===== src/rtl/allot_doctor_pool.sv =====
`default_nettype none
//============================================================================
// Module   : allot_doctor_pool
// Brief    : Reception-desk allotter for a pool of N_DOC doctors. Each
//            request carries an eligibility mask. The block grants the
//            lowest-index free eligible doctor. Each doctor stays busy for
//            CONSULT_CYC cycles, or until an early release.
// Options  : WAIT_QUEUE_EN - adds a WAIT_DEPTH-entry head-of-line waiting
//            queue. Requests that find no free eligible doctor are queued
//            instead of rejected.
// Revision : 1.0 - initial parametrised pool
//============================================================================
module allot_doctor_pool #(
  parameter int N_DOC       = 4,
  parameter int CONSULT_CYC = 15,
  parameter int TAG_W       = 4,
  parameter int WAIT_DEPTH  = 4
) (
  input  logic                                         clk,
  input  logic                                         rst_n,
  input  logic                                         req_valid,
  output logic                                         req_ready,
  input  logic [N_DOC-1:0]                             req_mask,
  input  logic [TAG_W-1:0]                             req_tag,
  // Early-release pulses, one per doctor ("release" is a reserved word)
  input  logic [N_DOC-1:0]                             doc_release,
  output logic                                         resp_valid,
  output logic [1:0]                                   resp_status,
  output logic [((N_DOC > 1) ? $clog2(N_DOC) : 1)-1:0] resp_doc,
  output logic [TAG_W-1:0]                             resp_tag,
  output logic                                         alloc_valid,
  output logic [((N_DOC > 1) ? $clog2(N_DOC) : 1)-1:0] alloc_doc,
  output logic [TAG_W-1:0]                             alloc_tag,
  output logic [N_DOC-1:0]                             busy,
  output logic [$clog2(WAIT_DEPTH):0]                  q_count
);

  localparam int c_doc_w = (N_DOC > 1) ? $clog2(N_DOC) : 1;
  localparam int c_cnt_w = (CONSULT_CYC > 1) ? $clog2(CONSULT_CYC) : 1;
  localparam int c_qc_w  = $clog2(WAIT_DEPTH) + 1;

  localparam logic [1:0] c_st_alloc  = 2'b01;
  localparam logic [1:0] c_st_queued = 2'b10;
  localparam logic [1:0] c_st_reject = 2'b11;
`ifdef WAIT_QUEUE_EN
  localparam logic [1:0] c_st_miss   = c_st_queued;
`else
  localparam logic [1:0] c_st_miss   = c_st_reject;
`endif

  localparam logic [c_cnt_w-1:0] c_last = c_cnt_w'(CONSULT_CYC - 1);

  // Index of the lowest set bit (0 when the vector is empty)
  function automatic logic [c_doc_w-1:0] f_lowest_idx(input logic [N_DOC-1:0] v);
    logic [c_doc_w-1:0] idx;
    idx = '0;
    for (int i = N_DOC - 1; i >= 0; i--) begin
      if (v[i]) idx = c_doc_w'(i);
    end
    return idx;
  endfunction

  // One-hot of the lowest set bit
  function automatic logic [N_DOC-1:0] f_lowest_oh(input logic [N_DOC-1:0] v);
    return v & (~v + N_DOC'(1));
  endfunction

  logic             r_ready_en;
  logic [N_DOC-1:0] w_free_base;
  logic [N_DOC-1:0] w_free_req;
  logic [N_DOC-1:0] w_q_grant_oh;
  logic             w_deq;
  logic [N_DOC-1:0] w_req_cand;
  logic             w_req_hit;
  logic [N_DOC-1:0] w_req_oh;
  logic [c_doc_w-1:0] w_req_doc;
  logic             w_accept;
  logic [N_DOC-1:0] w_grant;

  // A doctor in its release cycle is not grantable. The queue head is served
  // first, so a new request only sees doctors the head did not take.
  assign w_free_base = ~busy & ~doc_release;
  assign w_free_req  = w_free_base & ~w_q_grant_oh;
  assign w_req_cand  = req_mask & w_free_req;
  assign w_req_hit   = |w_req_cand;
  assign w_req_oh    = f_lowest_oh(w_req_cand);
  assign w_req_doc   = f_lowest_idx(w_req_cand);
  assign w_accept    = req_valid & req_ready;
  assign w_grant     = w_q_grant_oh | ((w_accept && w_req_hit) ? w_req_oh : '0);

  // Ready comes up on the first edge after reset release
  always_ff @(posedge clk or negedge rst_n) begin
    if (!rst_n) r_ready_en <= 1'b0;
    else        r_ready_en <= 1'b1;
  end

`ifdef WAIT_QUEUE_EN
  localparam int c_ptr_w = (WAIT_DEPTH > 1) ? $clog2(WAIT_DEPTH) : 1;

  logic [N_DOC-1:0]   r_q_mask [WAIT_DEPTH];
  logic [TAG_W-1:0]   r_q_tag  [WAIT_DEPTH];
  logic [c_ptr_w-1:0] r_wr_ptr;
  logic [c_ptr_w-1:0] r_rd_ptr;
  logic [c_qc_w-1:0]  r_q_count;
  logic               w_q_empty;
  logic               w_q_full;
  logic [N_DOC-1:0]   w_head_hit;
  logic [c_doc_w-1:0] w_q_doc;
  logic [TAG_W-1:0]   w_q_tag;
  logic               w_enq;
  logic               r_alloc_valid;
  logic [c_doc_w-1:0] r_alloc_doc;
  logic [TAG_W-1:0]   r_alloc_tag;

  assign w_q_empty    = (r_q_count == '0);
  assign w_q_full     = (r_q_count == c_qc_w'(WAIT_DEPTH));
  assign w_head_hit   = w_q_empty ? '0 : (r_q_mask[r_rd_ptr] & w_free_base);
  assign w_deq        = |w_head_hit;
  assign w_q_grant_oh = f_lowest_oh(w_head_hit);
  assign w_q_doc      = f_lowest_idx(w_head_hit);
  assign w_q_tag      = r_q_tag[r_rd_ptr];
  assign w_enq        = w_accept & (|req_mask) & ~w_req_hit;

  // A full queue still accepts when the head leaves in the same cycle
  assign req_ready    = r_ready_en & (~w_q_full | w_deq);
  assign q_count      = r_q_count;
  assign alloc_valid  = r_alloc_valid;
  assign alloc_doc    = r_alloc_doc;
  assign alloc_tag    = r_alloc_tag;

  // Queue storage; contents are qualified by the occupancy count
  always_ff @(posedge clk) begin
    if (w_enq) begin
      r_q_mask[r_wr_ptr] <= req_mask;
      r_q_tag[r_wr_ptr]  <= req_tag;
    end
  end

  // Queue pointers and occupancy
  always_ff @(posedge clk or negedge rst_n) begin
    if (!rst_n) begin
      r_wr_ptr  <= '0;
      r_rd_ptr  <= '0;
      r_q_count <= '0;
    end else begin
      if (w_enq) begin
        r_wr_ptr <= (r_wr_ptr == c_ptr_w'(WAIT_DEPTH - 1)) ? '0 : r_wr_ptr + c_ptr_w'(1);
      end
      if (w_deq) begin
        r_rd_ptr <= (r_rd_ptr == c_ptr_w'(WAIT_DEPTH - 1)) ? '0 : r_rd_ptr + c_ptr_w'(1);
      end
      case ({w_enq, w_deq})
        2'b10:   r_q_count <= r_q_count + c_qc_w'(1);
        2'b01:   r_q_count <= r_q_count - c_qc_w'(1);
        default: r_q_count <= r_q_count;
      endcase
    end
  end

  // Deferred-allocation pulse for the dequeued head
  always_ff @(posedge clk or negedge rst_n) begin
    if (!rst_n) begin
      r_alloc_valid <= 1'b0;
      r_alloc_doc   <= '0;
      r_alloc_tag   <= '0;
    end else begin
      r_alloc_valid <= w_deq;
      r_alloc_doc   <= w_deq ? w_q_doc : '0;
      r_alloc_tag   <= w_deq ? w_q_tag : '0;
    end
  end
`else
  assign w_deq        = 1'b0;
  assign w_q_grant_oh = '0;
  assign req_ready    = r_ready_en;
  assign q_count      = '0;
  assign alloc_valid  = 1'b0;
  assign alloc_doc    = '0;
  assign alloc_tag    = '0;
`endif

  // Registered response for every accepted request
  always_ff @(posedge clk or negedge rst_n) begin
    if (!rst_n) begin
      resp_valid  <= 1'b0;
      resp_status <= 2'b00;
      resp_doc    <= '0;
      resp_tag    <= '0;
    end else begin
      resp_valid <= w_accept;
      if (w_accept) begin
        resp_tag <= req_tag;
        if (req_mask == '0) begin
          resp_status <= c_st_reject;
          resp_doc    <= '0;
        end else if (w_req_hit) begin
          resp_status <= c_st_alloc;
          resp_doc    <= w_req_doc;
        end else begin
          resp_status <= c_st_miss;
          resp_doc    <= '0;
        end
      end else begin
        resp_status <= 2'b00;
        resp_doc    <= '0;
        resp_tag    <= '0;
      end
    end
  end

  // Per-doctor consultation timers
  for (genvar i = 0; i < N_DOC; i++) begin : g_doc
    logic               r_busy;
    logic [c_cnt_w-1:0] r_cnt;

    assign busy[i] = r_busy;

    // Busy for exactly CONSULT_CYC cycles after the grant edge, or until released
    always_ff @(posedge clk or negedge rst_n) begin
      if (!rst_n) begin
        r_busy <= 1'b0;
        r_cnt  <= '0;
      end else if (w_grant[i]) begin
        r_busy <= 1'b1;
        r_cnt  <= '0;
      end else if (r_busy) begin
        if (doc_release[i] || (r_cnt == c_last)) begin
          r_busy <= 1'b0;
          r_cnt  <= '0;
        end else begin
          r_cnt <= r_cnt + c_cnt_w'(1);
        end
      end
    end
  end

endmodule
`default_nettype wire


===== config.mk =====
export PLATFORM = sky130hd
export DESIGN_NAME = allot_doctor_pool
export DESIGN_NICKNAME = d
export VERILOG_FILES = /design/src/rtl/allot_doctor_pool.sv
export SDC_FILE = /design/constraint.sdc
export NUM_CORES = 1
export LEC_CHECK = 0
export BUFFER_PORTS_ARGS = -buffer_cell sky130_fd_sc_hd__buf_2
export CORE_UTILIZATION = 30
export CTS_CLUSTER_SIZE = 25
export DETAILED_ROUTE_END_ITERATION = 10
export PLACE_DENSITY = 0.58
export SYNTH_ARGS = -nofsm -noshare
export SYNTH_HDL_FRONTEND = slang
export SYNTH_SLANG_ARGS = --single-unit

===== constraint.sdc =====
create_clock -name clk -period 1.6 [get_ports clk]
set_input_delay 0 -clock clk [delete_from_list [all_inputs] [get_ports clk]]
set_output_delay 0 -clock clk [all_outputs]
set_load 0.005 [all_outputs]

== Yosys cells after proc, flatten, opt, wreduce, memory -nomap -nowiden ==
Index checks and enable logic that the tools add are counted.
Storage, ports and cells
  register bits after elaboration: 30
  bits of input ports: 15
  output and inout bits: 24
  logic and storage cells: 76
Operators by class
  $add $sub $neg: 5
  equal/unequal tests: 4
  mux-type cells: 36
  bitwise logic cells: 7
  reduce and logical (&&, ||, !) cells: 11
Operators by type and width (count)
  4-bit 2-to-1 mux: 14
  4-bit by 1-bit adder with 4-bit output, second input constant: 5
  2-bit 2-to-1 mux: 10
  4-bit == test, second input constant: 4
  4-bit bitwise AND: 3
  1-bit 2-to-1 mux: 12
  4-bit NOT: 3
  2-bit nonzero test: 4
  4-bit zero test: 1
  1-bit logical OR: 4
  4-bit OR reduction: 1
  1-bit bitwise AND: 1
  1-bit logical AND: 1

== Logic depth before layout (Yosys ltp) ==
Gate-level depths: netlist of run 1.
  depth after elaboration: 10
  depth in mapped cells: 6
  mapped depth without buffers: 6

== Least setup slack after synthesis of run 1 ==
Ideal clock, no wire load.
  kind: register to register
  start: register g_doc[3].r_cnt[0]
  end: register g_doc[3].r_cnt[0]
  setup time: 71 ps
  arrival time: 1297 ps
  required time: 1529 ps
  path slack: 232 ps
  stages on the path, launching flop included: 6
  buffers on the path: 0
  clock period less this slack: 1368 ps
  path through: dfrtp_1 inv_1 ha_1 a311o_1 mux2_2 nor2_1
Between the ends
  word-level cells in the longest chain between the ends: 5
  elaborated cells between the ends (all ways): 6
  those cells by class: add/sub (1); eq/ne (1); mux (3); reduce/logical (1)
RTL lines
  from (decl): RTL line 214  | logic [c_cnt_w-1:0] r_cnt;
  from (signal assigned): RTL line 231  | r_cnt <= r_cnt + c_cnt_w'(1);
  parallel branches: the longest is 2 deep, another holds 4-bit by 1-bit adder with 4-bit output
  4-bit 2-to-1 mux (*): RTL line 227  | if (doc_release[i] || (r_cnt == c_last)) begin
  4-bit 2-to-1 mux (*): RTL line 226  | end else if (r_busy) begin
  4-bit 2-to-1 mux (*): RTL line 223  | end else if (w_grant[i]) begin
Every way passes the cells marked *. The select of a mux whose other input is x is not followed.
A chain may end at the register's enable or synchronous reset.

== Final worst setup path of run 1 ==
Same ends and word-level chain as after synthesis.

==> results of run 1 <==
-- timing repair --
action                     4_1_cts  5_1_grt
hold endpoints to repair        33        0
setup endpoints to repair        0        1
gates resized for setup          0        1
hold buffers                     5        0
-- kinds of logic (layout without fill, tap and decap cells) --
group	Yosys count	count (layout)
DFF	29	29
buffers and inverters	28	57
muxes	3	3
AOI/OAI and AO/OA	29	29
adders and majority gates	8	8
and+or+nand+nor	60	60
other	2	11
-- cell type report --
type | instances | area (um2)
Clock buffer | 8 | 80.08
Timing Repair Buffer | 36 | 212.7
Tap cell | 67 | 83.83
Multi-Input combinational cell | 111 | 713.2
Inverter | 13 | 48.80
Fill cell | 511 | 3015
Sequential cell | 29 | 725.7
-- where the power goes --
| group | switching (uW) | leakage, uW | internal [uW] |
|---|---|---|---|
| registers | 79.2 | 0.000382 | 822 |
| clock network | 255 | 0.0000395 | 308 |
| logic | 172 | 0.000530 | 175 |
-- registers in the layout (all words and copies together) (netlist names) --
register      count
g_doc.r_busy      4
g_doc.r_cnt      16
req_ready         1
resp_doc          2
resp_status       2
resp_tag          4
-- through the flow --
step           setup slack [ps]  total power (uW)  instances
6_report                  153.6              1811        264
4_1_cts                   138.9              1836        264
3_3_place_gp              193.4              1246        251
5_1_grt                   57.46              1952        264
2_1_floorplan             232.0              1163        168
3_5_place_dp              155.6              1254        251
-- Yosys cell counts --
library cell  count  area (um2)
a21oi_1           9       45.04
nand2_1          10       37.54
nand3b_1          2       15.01
a41oi_2           1       16.27
a2111oi_0         1       8.760
or2b_1            1       7.510
o221ai_1          1       8.760
a2bb2oi_1         1       8.760
inv_1            13       48.80
o32ai_1           1       8.760
or3_1             1       6.260
o21a_1            1       7.510
nand3_2           1       10.01
nor4_1            1       6.260
mux2_2            3       33.78
dfrtp_1          29       725.7
and3_1            7       43.79
or2_2             3       18.77
or3b_1            2       17.52
o31ai_1           1       7.510
a311o_1           1       10.01
o22ai_1           1       6.260
nor3_1            2       10.01
conb_1            2       7.510
nor2b_1           3       18.77
ha_1              8       100.1
nor3b_1           4       30.03
a21o_1            1       7.510
nand2b_1          2       12.51
nand3_1           8       40.04
a31o_2            1       8.760
a211oi_1          1       7.510
a21o_2            1       8.760
nor2_1           12       45.04
o21bai_1          2       15.01
o21ai_0           4       20.02
o2111a_1          1       11.26
buf_4            15       112.6
or3b_4            1       11.26
-- worst max-delay path: stages, from the launching register on --
cell and delay (ps):
dfrtp_1 360, inv_1 60, ha_1 210, a311o_1 390, mux2_2 270, nor2_1 80
-- final timing paths --
path,slack (ps),endpoint,start,cells past startpoint
max in group asynchronous,900,g_doc[3].r_cnt[1]$_DFFE_PN0P_,rst_n,2
worst max register to register,150,g_doc[3].r_cnt[0]$_DFFE_PN0P_,g_doc[3].r_cnt[0]$_DFFE_PN0P_,5
worst min register to register,540,g_doc[1].r_cnt[3]$_DFFE_PN0P_,g_doc[1].r_cnt[3]$_DFFE_PN0P_,1
worst max-delay path,150,g_doc[3].r_cnt[0]$_DFFE_PN0P_,g_doc[3].r_cnt[0]$_DFFE_PN0P_,5
worst min-delay path,20,resp_doc[1]$_DFF_PN0_,req_mask[3],3
min in group asynchronous,290,g_doc[0].r_busy$_DFF_PN0_,rst_n,2
-- per-layer routing --
metal / part of all wire, % / global-route usage (%)
met4: 2.4 / 6.709
met1: 47 / 16.36
met5: 0 / 0
met2: 46 / 20.51
met3: 4.3 / 4.607
==> insert_results.sql, run 1 <==
INSERT INTO impl_metrics (metric_group, metric, value, unit) VALUES
('clock_network', 'cts_made_buffers', '5', ''),
('timing', 'tightestPinTransition', '641.6', 'ps'),
('drt', 'remaining_drc_errors', '0', ''),
('clock_network', 'cts.htree.levels', '2', ''),
('logic_synthesis', 'post_synth_num_cell_types', '39', ''),
('clock_network', 'clk-insertion-delay-late', '270', 'ps'),
('setup_path', 'timing.critical_path.arrival', '1650', 'ps'),
('die', 'starting_density_of_the_core', '32.08', '%'),
('drt', 'detailedRoute.firstIterationViolations', '63', ''),
('setup_path', 'timing.critical_path.required', '1810', 'ps'),
('drt', 'vias', '1190', ''),
('logic_synthesis', 'synth_sequential_area_ratio', '46.36', '%'),
('global_route', 'grt_antenna_before_repair', '0', ''),
('min_path', 'hold_path_class', 'input pin to flip-flop', ''),
('die', 'die_width', '74.23', 'um'),
('cells_and_area', 'diodes', '0', ''),
('run_status', 'outcome', 'completed', ''),
('setup_path', 'maximum_net_fanout_on_the_critical_path', '4', ''),
('cells_and_area', 'finalCoreUtilization', '38.21', '%'),
('die', 'boundaryPins', '39', ''),
('timing', 'min_period_over_period', '90.40', '%'),
('logic_synthesis', 'synthesis.instances', '159', ''),
('timing', 'slew-limit-headroom', '57.23', '%'),
('timing', 'fin_worst_hold_slack', '23.50', 'ps'),
('global_route', 'first_pass_grt_wire_length', '5416', 'um'),
('drt', 'drt_first_pass_iters', '4', ''),
('power', 'power_density', '971.6', 'nW/um2'),
('run', 'cap_viol_max_count', '0', ''),
('cells_and_area', 'drive_above_1_share', '23.86', '%'),
('drt', 'route.final.wire_length', '3008', 'um'),
('die', 'floorplan.die_area', '5510', 'um2'),
('timing', 'min_period', '1446', 'ps'),
('clock_network', 'clock-sinks', '29', ''),
('timing', 'final_max_tran_viols', '0', ''),
('logic_synthesis', 'post_synth_mux_area_share', '2.158', '%'),
('global_route', 'grt_util_all_layers', '13.23', '%'),
('placed_design', 'detailed_place_hpwl', '2194', 'um'),
('drt', 'routed_via_density', '4.508', ''),
('timing', 'max_freq', '0.6914', 'GHz'),
('timing', 'grt_setup_unrepaired', 'no', ''),
('logic_synthesis', 'dominant_combinational_cell_family_by_area_after_synthesis', 'simple AND/OR/NAND/NOR gates', ''),
('power', 'vdd.ir_drop.worst', '305.8', 'uV'),
('drt', 'routed_len_inst', '11.39', 'um'),
('timing', 'finalHoldViolCount', '0', ''),
('die', 'core_area', '4880', 'um2'),
('logic_synthesis', 'netlist_area', '1565', 'um2'),
('placed_design', 'placement.cell_area', '1733', 'um2'),
('clock_network', 'tritoncts', 'built', ''),
('setup_path', 'end_kind', 'flip-flop', ''),
('clock_network', 'cts_max_path_buffers', '2', ''),
('logic_synthesis', 'mean_post_synth_cell_area', '9.844', 'um2'),
('setup_path', 'class_of_the_most_critical_setup_path', 'flip-flop to flip-flop', ''),
('setup_path', 'worstSetupStartpointType', 'flip-flop', ''),
('cells_and_area', 'area_growth', '19.10', '%'),
('timing', 'tns', '0', 'ps'),
('die', 'rows', '25', ''),
('global_route', 'vias_in_the_first_global_route', '1189', ''),
('global_route', 'grt_max_degree', '30', ''),
('power', 'cellLeakagePower', '0.0009514', 'uW'),
('global_route', 'overflow', '0', ''),
('drt', 'drt.antenna.violating_nets', '0', ''),
('placed_design', 'placement.io_buffers', '28', ''),
('logic_synthesis', 'synthAdderAreaFrac', '6.395', '%'),
('clock_network', 'cts-root-buf', 'clkbuf_8', ''),
('placed_design', 'gp_routability_congestion', '0.7082', ''),
('timing', 'setup-violations-final', '0', ''),
('cells_and_area', 'fin_nets', '219', ''),
('timing', 'skew', '3.956', 'ps'),
('logic_synthesis', 'yosys.area_share.simple', '21.10', '%'),
('cells_and_area', 'most-common-layout-cells', 'dfrtp_1, buf_2, inv_1, nor2_1, conb_1', ''),
('cells_and_area', 'most_frequent_standard_cell_in_the_layout_excluding_fill_and_tap_cells', 'dfrtp_1', ''),
('logic_synthesis', 'yosys_register_bits', '29', ''),
('cells_and_area', 'finish.instance_area', '1864', 'um2'),
('clock_network', 'post-cts-setup-buffers', '0', ''),
('logic_synthesis', 'synthesis.yosys.warnings', '0', ''),
('logic_synthesis', 'yosys.area_share.xor_xnor', '0', '%'),
('logic_synthesis', 'synth_compound_gate_area_share', '13.19', '%'),
('clock_network', 'clk_pin_slew_worst_paths', '60', 'ps'),
('die', 'floorplan.die.height', '74.23', 'um');
(Power assumes the default switching activity.)
==> run 2, diff against run 1 <==
--- a/config.mk
+++ b/config.mk
@@ -11,3 +11,2 @@
 export DETAILED_ROUTE_END_ITERATION = 10
-export PLACE_DENSITY = 0.58
 export SYNTH_ARGS = -nofsm -noshare
--- a/constraint.sdc
+++ b/constraint.sdc
@@ -3,2 +3,2 @@
 set_output_delay 0 -clock clk [all_outputs]
-set_load 0.005 [all_outputs]
+set_load 0.1 [all_outputs]
==> insert_results.sql, run 2 (synthesized netlist as in run 1, its figures left out) <==
INSERT INTO impl_metrics (metric_group, metric, value, unit) VALUES
('run_status', 'outcome', 'completed', ''),
('setup_path', 'worstReg2RegStart', 'g_doc[2].r_busy$_DFF_PN0_', ''),
('die', 'starting_density_of_the_core', '32.08', '%'),
('cells_and_area', 'multi_input_area', '718.2', 'um2'),
('timing', 'max_freq', '0.6735', 'GHz'),
('clock_network', 'clock-sinks', '29', ''),
('setup_path', 'class_of_the_most_critical_setup_path', 'flip-flop to flip-flop', ''),
('drt', 'drt.antenna.violating_nets', '0', ''),
('clock_network', 'clk_pin_slew_worst_paths', '60', 'ps'),
('global_route', 'grt_util_all_layers', '12.18', '%'),
('die', 'boundaryPins', '39', ''),
('clock_network', 'cts_made_buffers', '5', ''),
('cells_and_area', 'final-seq-area', '729.5', 'um2'),
('cells_and_area', 'filler_cell_count_in_the_final_layout', '506', ''),
('setup_path', 'end_kind', 'flip-flop', ''),
('placed_design', 'detailed_place_hpwl', '2134', 'um'),
('min_path', 'worstHoldStart', 'req_valid', ''),
('setup_path', 'path_cells', 'or3b_1 > nand3_1 > or2_2 > o2111a_1', ''),
('drt', 'routed_len_inst', '11.17', 'um'),
('cells_and_area', 'top_register', 'g_doc.r_cnt', ''),
('clock_network', 'cts_max_path_buffers', '2', ''),
('cells_and_area', 'finish.instance_area', '1899', 'um2'),
('timing', 'slew-limit-headroom', '57.12', '%'),
('setup_path', 'maximum_net_fanout_on_the_critical_path', '8', ''),
('setup_path', 'critPathLaunch', 'g_doc[2].r_busy$_DFF_PN0_', ''),
('drt', 'route.final.wire_length', '2948', 'um'),
('placed_design', 'placement.io_buffers', '28', ''),
('timing', 'skew', '4.038', 'ps'),
('clock_network', 'cts-root-buf', 'clkbuf_8', ''),
('cells_and_area', 'drive_above_1_share', '25.38', '%'),
('global_route', 'grt_max_degree', '30', ''),
('die', 'floorplan.die.height', '74.23', 'um'),
('cells_and_area', 'largest_register_ffs', '16', ''),
('cells_and_area', 'diodes', '0', ''),
('setup_path', 'timing.critical_path.required', '1810', 'ps'),
('run', 'cap_viol_max_count', '0', ''),
('drt', 'routed_via_density', '4.489', ''),
('clock_network', 'cts.htree.levels', '2', ''),
('placed_design', 'gp_routability_congestion', '0.7782', ''),
('global_route', 'grt_antenna_before_repair', '0', ''),
('setup_path', 'worstSetupStartpointType', 'flip-flop', ''),
('power', 'vdd.ir_drop.worst', '355.6', 'uV'),
('die', 'rows', '25', ''),
('die', 'die_width', '74.23', 'um'),
('power', 'total_power', '2121', 'uW'),
('drt', 'remaining_drc_errors', '0', ''),
('die', 'core_area', '4880', 'um2'),
('timing', 'min_period_over_period', '92.80', '%'),
('setup_path', 'library_cell_contributing_the_largest_single_delay_on_the_critical_path', 'or3b_1', ''),
('timing', 'tns', '0', 'ps'),
('global_route', 'vias_in_the_first_global_route', '1096', ''),
('setup_path', 'slowest_delay', '470', 'ps'),
('cells_and_area', 'finalCoreUtilization', '38.92', '%'),
('setup_path', 'timing.critical_path.arrival', '1700', 'ps'),
('drt', 'detailedRoute.firstIterationViolations', '43', ''),
('cells_and_area', 'layout_top_registers', 'g_doc.r_cnt: 16 flops, g_doc.r_busy: 4 flops, resp_tag: 4 flops', ''),
('timing', 'tightestPinTransition', '643.1', 'ps'),
('die', 'floorplan.die_area', '5510', 'um2'),
('cells_and_area', 'fin_nets', '219', ''),
('setup_path', 'critPathBufInv', '0', ''),
('cells_and_area', 'area_growth', '21.34', '%'),
('clock_network', 'clk-insertion-delay-late', '280', 'ps'),
('timing', 'min_period', '1485', 'ps'),
('timing', 'setup-violations-final', '0', ''),
('global_route', 'overflow', '0', ''),
('cells_and_area', 'finish.cell_count_without_fillers', '264', ''),
('placed_design', 'placed_cells', '249', ''),
('placed_design', 'placement.cell_area', '1722', 'um2'),
('drt', 'drt_first_pass_iters', '4', ''),
('timing', 'grt_setup_unrepaired', 'no', ''),
('timing', 'finalHoldViolCount', '0', ''),
('timing', 'final_max_tran_viols', '0', ''),
('cells_and_area', 'most-common-layout-cells', 'dfrtp_1, buf_2, inv_1, nor2_1, conb_1', ''),
('global_route', 'first_pass_grt_wire_length', '4912', 'um'),
('power', 'power_density', '1117', 'nW/um2'),
('min_path', 'hold_path_class', 'input pin to flip-flop', ''),
('power', 'cellLeakagePower', '0.0009658', 'uW'),
('setup_path', 'top_cell_family_by_delay_on_the_critical_path', 'simple AND/OR/NAND/NOR gates', ''),
('clock_network', 'tritoncts', 'built', ''),
('drt', 'vias', '1185', '');
-- run 2: final timing paths --
path,depth (start not counted),slack (ps),end
max,4,120,g_doc[3].r_cnt[3]$_DFFE_PN0P_
min,2,10,resp_tag[0]$_DFF_PN0_
max in group asynchronous,2,840,req_ready$_DFF_PN0_
min reg2reg,1,540,g_doc[1].r_cnt[2]$_DFFE_PN0P_
min in group asynchronous,2,280,resp_status[0]$_DFF_PN0_
max reg2reg,4,120,g_doc[3].r_cnt[3]$_DFFE_PN0P_
-- run 2: timing repair --
action,CTS,global route
setup buffers,0,0
endpoints found under the setup margin,0,1
gates resized for setup,0,2
hold endpoints to repair,34,0
hold buffers,7,0
-- run 2: per-layer routing --
| layer | GRT usage (%) | part of all wire, % | wire length [um] |
|---|---|---|---|
| met5 | 0 | 0 | 0 |
| met4 | 6.289 | 2.3 | 68 |
| met3 | 4.878 | 6.1 | 181 |
| met2 | 17.58 | 44 | 1285 |
| met1 | 15.71 | 48 | 1413 |
-- run 2: final cells by class --
class / count / area share, %
Inverter: 13 / 2.569
Clock buffer: 7 / 5.072
Sequential cell: 29 / 38.41
Timing Repair Buffer: 36 / 11.46
Clock inverter: 1 / 0.2635
Multi-Input combinational cell: 111 / 37.81
Tap cell: 67 / 4.414
-- run 2: per-stage QoR --
step,hold WS (ps),setup slack [ps]
after CTS,4.347,57.39
final,13.18,115.3
after detailed placement,72.28,78.26
after global placement,76.61,146.5
after global routing,24.58,30.24
after floorplan,-295.6,68.13
-- run 2: report_power, final --
part           switching [uW]  leakage (uW)  total (uW)  internal, uW
clock network             270     0.0000542         658           388
logic                     382      0.000531         557           175
registers                84.3      0.000381         907           822
total                     736      0.000966        2120          1390
